--- src/rtl/delay_sched_pkg.sv ---
// Shared definitions for the round-robin delay scheduler: state width and Gray-coded state set.
package delay_sched_pkg;

    localparam int STATE_W = 2;

    // Gray order so every legal transition flips exactly one state bit.
    typedef enum logic [STATE_W-1:0] {
        IDLE = 2'b00,
        ARB  = 2'b01,
        RUN  = 2'b11,
        FIN  = 2'b10
    } state_t;

endpackage

--- src/rtl/delay_sched_if.sv ---
// Requester-side bus of the delay scheduler: request levels and lengths in, grant/done/status out.
interface delay_sched_if #(
    parameter int NUM_REQ = 4,
    parameter int CNT_W   = 3
);
    localparam int IDX_W = $clog2(NUM_REQ);

    logic [NUM_REQ-1:0]       req;
    logic [NUM_REQ*CNT_W-1:0] req_len;
    logic [NUM_REQ-1:0]       gnt;
    logic [NUM_REQ-1:0]       done;
    logic                     busy;
    logic [IDX_W-1:0]         owner;

    modport master (
        output req,
        output req_len,
        input  gnt,
        input  done,
        input  busy,
        input  owner
    );

    modport slave (
        input  req,
        input  req_len,
        output gnt,
        output done,
        output busy,
        output owner
    );

endinterface

--- src/rtl/delay_sched_rr_pick.sv ---
// Combinational round-robin picker: first active request at or above ptr, wrapping at NUM_REQ.
module rr_pick #(
    parameter int NUM_REQ = 4,
    parameter int IDX_W   = $clog2(NUM_REQ)
) (
    input  logic [NUM_REQ-1:0] req,
    input  logic [IDX_W-1:0]   ptr,
    output logic               valid,
    output logic [IDX_W-1:0]   idx
);

    logic [2*NUM_REQ-1:0] doubled;
    logic [NUM_REQ-1:0]   rotated;
    logic [IDX_W:0]       offset;
    logic [IDX_W:0]       sum;

    // Rotate so ptr sits at bit 0, take the lowest set bit, then rotate the index back.
    always_comb begin
        doubled = {req, req};
        rotated = doubled[ptr +: NUM_REQ];
        offset  = '0;
        for (int k = NUM_REQ - 1; k >= 0; k--) begin
            if (rotated[k]) begin
                offset = (IDX_W + 1)'(k);
            end
        end
        sum = {1'b0, ptr} + offset;
        if (sum >= (IDX_W + 1)'(NUM_REQ)) begin
            sum = sum - (IDX_W + 1)'(NUM_REQ);
        end
        valid = |req;
        idx   = sum[IDX_W-1:0];
    end

endmodule

--- src/rtl/delay_sched.sv ---
// Round-robin scheduler sharing one programmable delay engine among NUM_REQ requesters.
module delay_sched
    import delay_sched_pkg::*;
#(
    parameter int NUM_REQ = 4,
    parameter int CNT_W   = 3
) (
    input  logic         clk,
    input  logic         rst_n,
    input  logic         en,
    delay_sched_if.slave bus
);

    localparam int IDX_W = $clog2(NUM_REQ);

    state_t             state;
    logic [IDX_W-1:0]   rr_ptr;
    logic [IDX_W-1:0]   owner;
    logic [CNT_W-1:0]   run_cnt;
    logic [CNT_W-1:0]   len_q;
    logic [NUM_REQ-1:0] gnt_q;
    logic [NUM_REQ-1:0] done_q;
    logic               busy_q;

    logic               pick_valid;
    logic [IDX_W-1:0]   pick_idx;
    logic [CNT_W-1:0]   sel_len;
    logic [CNT_W-1:0]   eff_len;
    logic [IDX_W-1:0]   ptr_next;

    rr_pick #(
        .NUM_REQ (NUM_REQ),
        .IDX_W   (IDX_W)
    ) u_pick (
        .req   (bus.req),
        .ptr   (rr_ptr),
        .valid (pick_valid),
        .idx   (pick_idx)
    );

    function automatic logic [NUM_REQ-1:0] onehot(input logic [IDX_W-1:0] idx);
        logic [NUM_REQ-1:0] vec;
        vec      = '0;
        vec[idx] = 1'b1;
        return vec;
    endfunction

    // A zero length still occupies the engine for one cycle.
    always_comb begin
        sel_len  = bus.req_len[int'(pick_idx) * CNT_W +: CNT_W];
        eff_len  = (sel_len == '0) ? CNT_W'(1) : sel_len;
        ptr_next = (owner == IDX_W'(NUM_REQ - 1)) ? '0 : owner + 1'b1;
    end

    always_ff @(posedge clk or negedge rst_n) begin
        if (!rst_n) begin
            state   <= IDLE;
            rr_ptr  <= '0;
            owner   <= '0;
            run_cnt <= '0;
            len_q   <= '0;
            gnt_q   <= '0;
            done_q  <= '0;
            busy_q  <= 1'b0;
        end else if (en) begin
            case (state)
                IDLE: begin
                    if (pick_valid) begin
                        state   <= ARB;
                        owner   <= pick_idx;
                        len_q   <= eff_len;
                        run_cnt <= '0;
                        gnt_q   <= onehot(pick_idx);
                        busy_q  <= 1'b1;
                    end
                end
                ARB: begin
                    gnt_q <= '0;
                    state <= RUN;
                end
                RUN: begin
                    run_cnt <= run_cnt + 1'b1;
                    if (run_cnt == len_q - 1'b1) begin
                        state  <= FIN;
                        done_q <= onehot(owner);
                    end
                end
                FIN: begin
                    done_q <= '0;
                    busy_q <= 1'b0;
                    rr_ptr <= ptr_next;
                    state  <= IDLE;
                end
                default: begin
                    state  <= IDLE;
                    gnt_q  <= '0;
                    done_q <= '0;
                    busy_q <= 1'b0;
                end
            endcase
        end
    end

    assign bus.gnt   = gnt_q;
    assign bus.done  = done_q;
    assign bus.busy  = busy_q;
    assign bus.owner = owner;

endmodule

--- src/flat_wrapper.sv ---
// flat-port wrapper written by rule: the top's interface ports become plain ports
module delay_sched_flat import delay_sched_pkg::*;
#(
    parameter int NUM_REQ = 4,
    parameter int CNT_W   = 3
)
  (clk, rst_n, en, bus_req, bus_req_len, bus_gnt, bus_done, bus_busy, bus_owner);
  delay_sched_if #(.NUM_REQ(NUM_REQ), .CNT_W(CNT_W)) bus_i ();
  input  logic clk;
  input  logic rst_n;
  input  logic en;
  input wire logic [$bits(bus_i.req)-1:0] bus_req;
  input wire logic [$bits(bus_i.req_len)-1:0] bus_req_len;
  output wire logic [$bits(bus_i.gnt)-1:0] bus_gnt;
  output wire logic [$bits(bus_i.done)-1:0] bus_done;
  output wire logic [$bits(bus_i.busy)-1:0] bus_busy;
  output wire logic [$bits(bus_i.owner)-1:0] bus_owner;
  assign bus_i.req = bus_req;
  assign bus_i.req_len = bus_req_len;
  assign bus_gnt = bus_i.gnt;
  assign bus_done = bus_i.done;
  assign bus_busy = bus_i.busy;
  assign bus_owner = bus_i.owner;
  delay_sched #(.NUM_REQ(NUM_REQ), .CNT_W(CNT_W)) u_core (.clk(clk), .rst_n(rst_n), .en(en), .bus(bus_i));
endmodule
--- config.mk ---
export PLATFORM = sky130hd
export DESIGN_NAME = delay_sched_flat
export DESIGN_NICKNAME = d
export VERILOG_FILES = /design/src/rtl/delay_sched_pkg.sv /design/src/rtl/delay_sched_if.sv /design/src/rtl/delay_sched_rr_pick.sv /design/src/rtl/delay_sched.sv /design/src/flat_wrapper.sv
export SDC_FILE = /design/constraint.sdc
export NUM_CORES = 1
export LEC_CHECK = 0
export BUFFER_PORTS_ARGS = -buffer_cell sky130_fd_sc_hd__buf_2
export CORE_MARGIN = 5
export CORE_UTILIZATION = 50
export CTS_BUF_LIST = sky130_fd_sc_hd__clkbuf_16
export DETAILED_ROUTE_END_ITERATION = 16
export PLACE_DENSITY_LB_ADDON = 0.25
export SLEW_MARGIN = 20
export SYNTH_ARGS = -nofsm -noshare
export SYNTH_HDL_FRONTEND = slang
export SYNTH_HIERARCHICAL = 1
export SYNTH_SLANG_ARGS = --single-unit
--- constraint.sdc ---
create_clock -name clk -period 3.1 [get_ports clk]
set_clock_uncertainty 0.2 [all_clocks]
set_input_delay 0.62 -clock clk [delete_from_list [all_inputs] [get_ports clk]]
set_output_delay 0.62 -clock clk [all_outputs]
set_load 0.02 [all_outputs]
* Word level (Yosys, flattened, before mapping)
Index checks and enable logic that the tools add are counted.
** Storage, ports and cells
- Register bits :: 21
- Input port bits :: 19
- Output and inout port bits :: 11
- Logic and storage cells :: 66
** Cells by class
- $add $sub $neg :: 5
- $mul :: 1
- $lt $le $gt $ge :: 5
- Eq/ne operators :: 7
- Shifts and indexed selects :: 2
- Muxes and demuxes :: 22
- Reductions and logical operators :: 16
** Operators with widths (count)
- variable part select 12 x 32 -> 3 bit :: 1
- AND reduction 3 bit :: 6
- case mux 4 bit (2 select lines) :: 2
- two-way mux 3 bit :: 5
- two-way mux 2 bit :: 5
- two-way mux 4 bit :: 2
- case mux 2 bit (4 select lines) :: 1
- nonzero test 2 bit :: 4
- variable part select 8 x 3 -> 4 bit :: 1
- == test 2 bit (second input constant) :: 3
- less-than comparator 2 x 3 -> 1 bit (second input constant) :: 2
- case mux 3 bit (2 select lines) :: 1
- demux 1 bit (select 2 bit) :: 2
- greater-or-equal comparator 2 x 1 -> 1 bit (second input constant) :: 2
- multiplier 2 x 2 -> 4 bit (second input constant) :: 1
- inequality test 2 x 1 -> 1 bit (second input constant) :: 2
- OR reduction 4 bit :: 1
- adder 2 x 3 -> 3 bit :: 1
- adder 3 x 1 -> 3 bit (second input constant) :: 1
- == test 3 bit :: 1
- greater-or-equal comparator 3 bit (second input constant) :: 1
- zero test 3 bit :: 1
- two-way mux 1 bit :: 3
- subtractor 3 x 1 -> 3 bit (second input constant) :: 1
- other kinds (7) :: 8

* Longest topological paths before layout
- Word-level depth :: 14
- Gate-level depth with buffers :: 11
- Mapped depth without buffers :: 10

* By module
The synthesis kept the hierarchy.
** By module, submodules not included
- delay_sched :: instances 1, cells an instance 110, area an instance 1154.9 um2, sequential area each 525.5 um2
- rr_pick :: instances 1, cells an instance 27, area an instance 178.9 um2, sequential area each 0.0 um2

* Worst setup path before layout
Ideal clock, no wire load.
- Path type :: input-to-reg
- Start point :: input bus_req[0]
- End point :: register u_core.len_q[0]
- Setup time :: 0.077 ns
- Arrival :: 2.429 ns
- Required time :: 2.823 ns
- Path slack :: 0.393 ns
- Cell stages on the path :: 9
- Buffers on the path :: 1
- Cell sequence :: nor2_1 -> nor3_1 -> a21oi_1 -> o211ai_1 -> ha_1 -> clkbuf_1 -> mux4_2 -> o21ba_2 -> a21oi_1
** Between the ends
- Cells in the longest elaborated chain, start to end :: 12
- Elaborated cells between the ends (all ways) :: 15
- Those cells by class :: 2 x add/sub; 1 x mul; 1 x order compare; 2 x shift; 6 x mux; 3 x reduce/logical
** RTL lines
- start, declared :: RTL line flat_wrapper.sv:12 : input wire logic [$bits(bus_i.req)-1:0] bus_req;
- variable part select 8 x 3 -> 4 bit (*) :: RTL line delay_sched_rr_pick.sv:20 : rotated = doubled[ptr +: NUM_REQ];
- two-way mux 2 bit :: RTL line delay_sched_rr_pick.sv:23 : if (rotated[k]) begin
- two-way mux 3 bit (2 in series) :: RTL line delay_sched_rr_pick.sv:23
- two-way mux 3 bit (*) :: RTL line delay_sched_rr_pick.sv:23
- adder 2 x 3 -> 3 bit (*) :: RTL line delay_sched_rr_pick.sv:27 : sum = {1'b0, ptr} + offset;
- greater-or-equal comparator 3 bit / subtractor 2 x 1 -> 2 bit (equally long branches) :: RTL line delay_sched_rr_pick.sv:28, delay_sched_rr_pick.sv:29
- two-way mux 2 bit (*) :: RTL line delay_sched_rr_pick.sv:28 : if (sum >= (IDX_W + 1)'(NUM_REQ)) begin
- named net u_core.pick_idx[0] :: RTL line delay_sched.sv:26 : logic [IDX_W-1:0] pick_idx;
- multiplier 2 x 2 -> 4 bit (*) :: RTL line delay_sched.sv:50 : sel_len = bus.req_len[int'(pick_idx) * CNT_W +: CNT_W];
- variable part select 12 x 32 -> 3 bit (*) :: RTL line delay_sched.sv:50
- zero test 3 bit :: RTL line delay_sched.sv:51 : eff_len = (sel_len == '0) ? CNT_W'(1) : sel_len;
- two-way mux 3 bit (*) :: RTL line delay_sched.sv:51
- end signal, assigned :: RTL line delay_sched.sv:71 : len_q <= eff_len;
- end, declared :: RTL line delay_sched.sv:20 : logic [CNT_W-1:0] len_q;
Mark *: on every way through the listed nets, which the timed path passes. The rest lies on a longest branch.
A chain may end at the register's enable or synchronous reset.

* Worst setup path after layout
Same ends and word-level chain as after synthesis.

==> out/metrics.csv <==
metric,value,unit
nNetsFinal,192,
viasPerCell,5.82,
grt_pass1_wl,4850,um
clkSinkCount,21,
fin_cells,195,
ys_warn_count,6,
drt_iter0_drc,85,
antenna-diode-count,0,
synth_area_per_cell,9.74,um2
max_slew_margin,53.5,%
hold_buffers,0,
wl,2870,um
dp_cells,191,
reg2regPathDepth,8,
synth.ff_latch_count,21,
crit_type,input port to register,
setup_violations,0,
power_density,1040,mW/mm2
die_x,61.7,um
p_leak,0.708,nW
core_area,0.00252,mm2
cts_tree,yes,
io_buffers,29,
syn_area,0.00133,mm2
r2r_setup_slack,500,ps
r2r_end,u_core/len_q[0],
rr_startpoint,u_core/rr_ptr[0],
htree_levels,1,
clk_path_buf_depth,2,
endpoint_kind,register,
seq_area_frac_synth,39.4,%
cts_setup_buffers,0,
rsz0062_at_grt,no,
hp-class,input port to async pin,
cts_buffers,3,
finalSetupTns,0,ps
yosysUniqueCellTypes,36,
crit_fanout,7,
post_dp_cell_area,0.00150,mm2
hold_violations,0,
ctsResizeCount,0,
grt_usage,17.3,%
clkSlewWorstSetupHoldPaths,60,ps
start_kind,input port,
syn-instance-count,137,
wl_per_cell,14.7,um
status,completed,
arrival,2600,ps
fp-row-count,18,
antenna_found_initial,0,
fin_crit,2620,ps
io_pins,30,
finalMaxSlewViolations,0,
ant_nets,0,
period_share,84.6,%
die-area,0.00380,mm2
fmax,381,MHz
clock_latency,250,ps
grt_pass1_vias,1067,
finalInstanceArea,0.00158,mm2
peakVddDrop,582,uV
syn_to_final_growth,18.4,%
routabilityCongestion,0.769,
dpl.hpwl,2110,um
root_buffer,clkbuf_16,
crit_required,3080,ps
die_y,61.7,um
tightest_slew,698,ps
drv_cap,0,
dr_total_vias,1134,
grt_overflow,0,
syn_nets,163,
first_pass_iters,4,
fin_worst_hold_slack,126,ps
drive_gt1_share,25.5,%
start_util,52.9,%
grt_max_degree,25,
drcViolationCount,0,
==> power by group <==
part	internal [mW]	total (mW)	leakage [nW]	switching, mW
Sequential	0.379	0.522	0.248	0.142
Clock	0.172	0.264	0.0423	0.0928
Combinational	0.404	0.858	0.418	0.454
Total	0.954	1.64	0.708	0.689
==> layout make-up <==
type / count / area [um2]
Clock buffer: 3 / 75.1
Clock inverter: 1 / 3.75
Fill cell: 217 / 943
Inverter: 9 / 33.8
Multi-Input combinational cell: 100 / 743
Sequential cell: 21 / 526
Tap cell: 30 / 37.5
Timing Repair Buffer: 31 / 160
==> kinds of logic (layout without fill, tap and decap cells) <==
| family | Yosys count | in the layout | synth area share (%) |
|---|---|---|---|
| compound gates | 34 | 34 | 17.5 |
| xor+xnor | 5 | 5 | 4.50 |
| fa+ha+maj | 7 | 7 | 6.57 |
| buf+inv | 16 | 44 | 4.88 |
| flops | 21 | 21 | 39.4 |
| mux | 6 | 6 | 7.50 |
| simple gates | 48 | 48 | 19.6 |
==> worst max-delay path, stage by stage <==
cell and delay (ps):
buf_2 140, nor2_1 160, nor3_1 60, a21oi_1 140
o211ai_1 100, ha_1 470, mux4_2 560, o21ba_2 220
a21oi_1 130
==> registers in the layout (all words and copies together), names as in the netlist <==
register	cells
u_core/rr_ptr	2
u_core/run_cnt	3
u_core/bus.busy	1
u_core/bus.done	4
u_core/bus.owner	2
u_core/len_q	3
u_core/state	2
u_core/bus.gnt	4
==> placed cells by master, fill, tap and decap left out, drive strengths merged, types with 2 or more instances in the layout <==
cell,n
a21oi,9
nor4,2
nand2b,2
nand2,11
a32o,2
clkbuf,3
a31oi,3
mux2,2
nand3b,2
nor3,4
nor3b,2
xnor2,3
a211oi,2
mux4,3
dfrtp,21
o211ai,6
o21ai,6
nand3,4
nand4,8
or4,4
nor2,6
o2bb2ai,2
inv,10
buf,31
ha,7
==> metal layers <==
metal	part of all wire, %	track usage [%]
met1	48	23.0
met2	45	27.5
met3	5.7	4.82
met4	0.59	5.45
met5	0	0
==> cells in the mapped netlist <==
library cell	instances	share of area [%]
o41ai_1	1	0.66
a211oi_1	2	1.1
buf_4	1	0.56
a32o_1	2	1.5
a31oi_1	3	1.4
xor2_1	1	0.66
mux2_2	2	1.7
xor3_2	1	1.9
nor2_1	6	1.7
o21ai_0	6	2.3
nand3_1	4	1.5
inv_1	9	2.5
nor3_1	4	1.5
and3_1	1	0.47
buf_2	1	0.37
o2bb2ai_1	2	1.3
mux4_2	3	5.1
or4_1	4	2.3
o211ai_1	6	3.4
o21ba_2	1	0.75
mux2i_1	1	0.75
clkbuf_1	5	1.4
a2111oi_2	1	1.1
nand2b_1	2	0.94
nor4bb_1	1	0.75
ha_1	7	6.6
nand3b_1	2	1.1
or3_1	1	0.47
nor3b_1	2	1.1
a21oi_1	9	3.4
nand2_1	11	3.1
nor4_1	2	0.94
a311oi_1	1	0.66
dfrtp_1	21	39
nand4_1	8	3.8
xnor2_1	3	2.0
==> stage by stage <==
step	total power, mW	worst slack [ps]	utilization, %
after floorplan	1.17	393	-
after global placement	1.35	289	59.5
after detailed placement	1.38	244	59.5
after CTS	1.65	490	62.6
after global routing	1.78	281	62.6
final	1.64	476	62.6
==> worst max path at each step <==
stage	to	cells past startpoint	startpoint	slack (ps)
final	u_core/len_q[0]	9	bus_req[0]	480
after global routing	u_core/len_q[0]	8	u_core/rr_ptr[0]	280
after CTS	u_core/len_q[0]	9	bus_req[0]	490
after detailed placement	u_core/len_q[0]	9	bus_req[0]	240
after global placement	u_core/len_q[0]	9	bus_req[0]	290
after floorplan	u_core/len_q[0]	9	bus_req[0]	390
(Power assumes the default switching activity.)
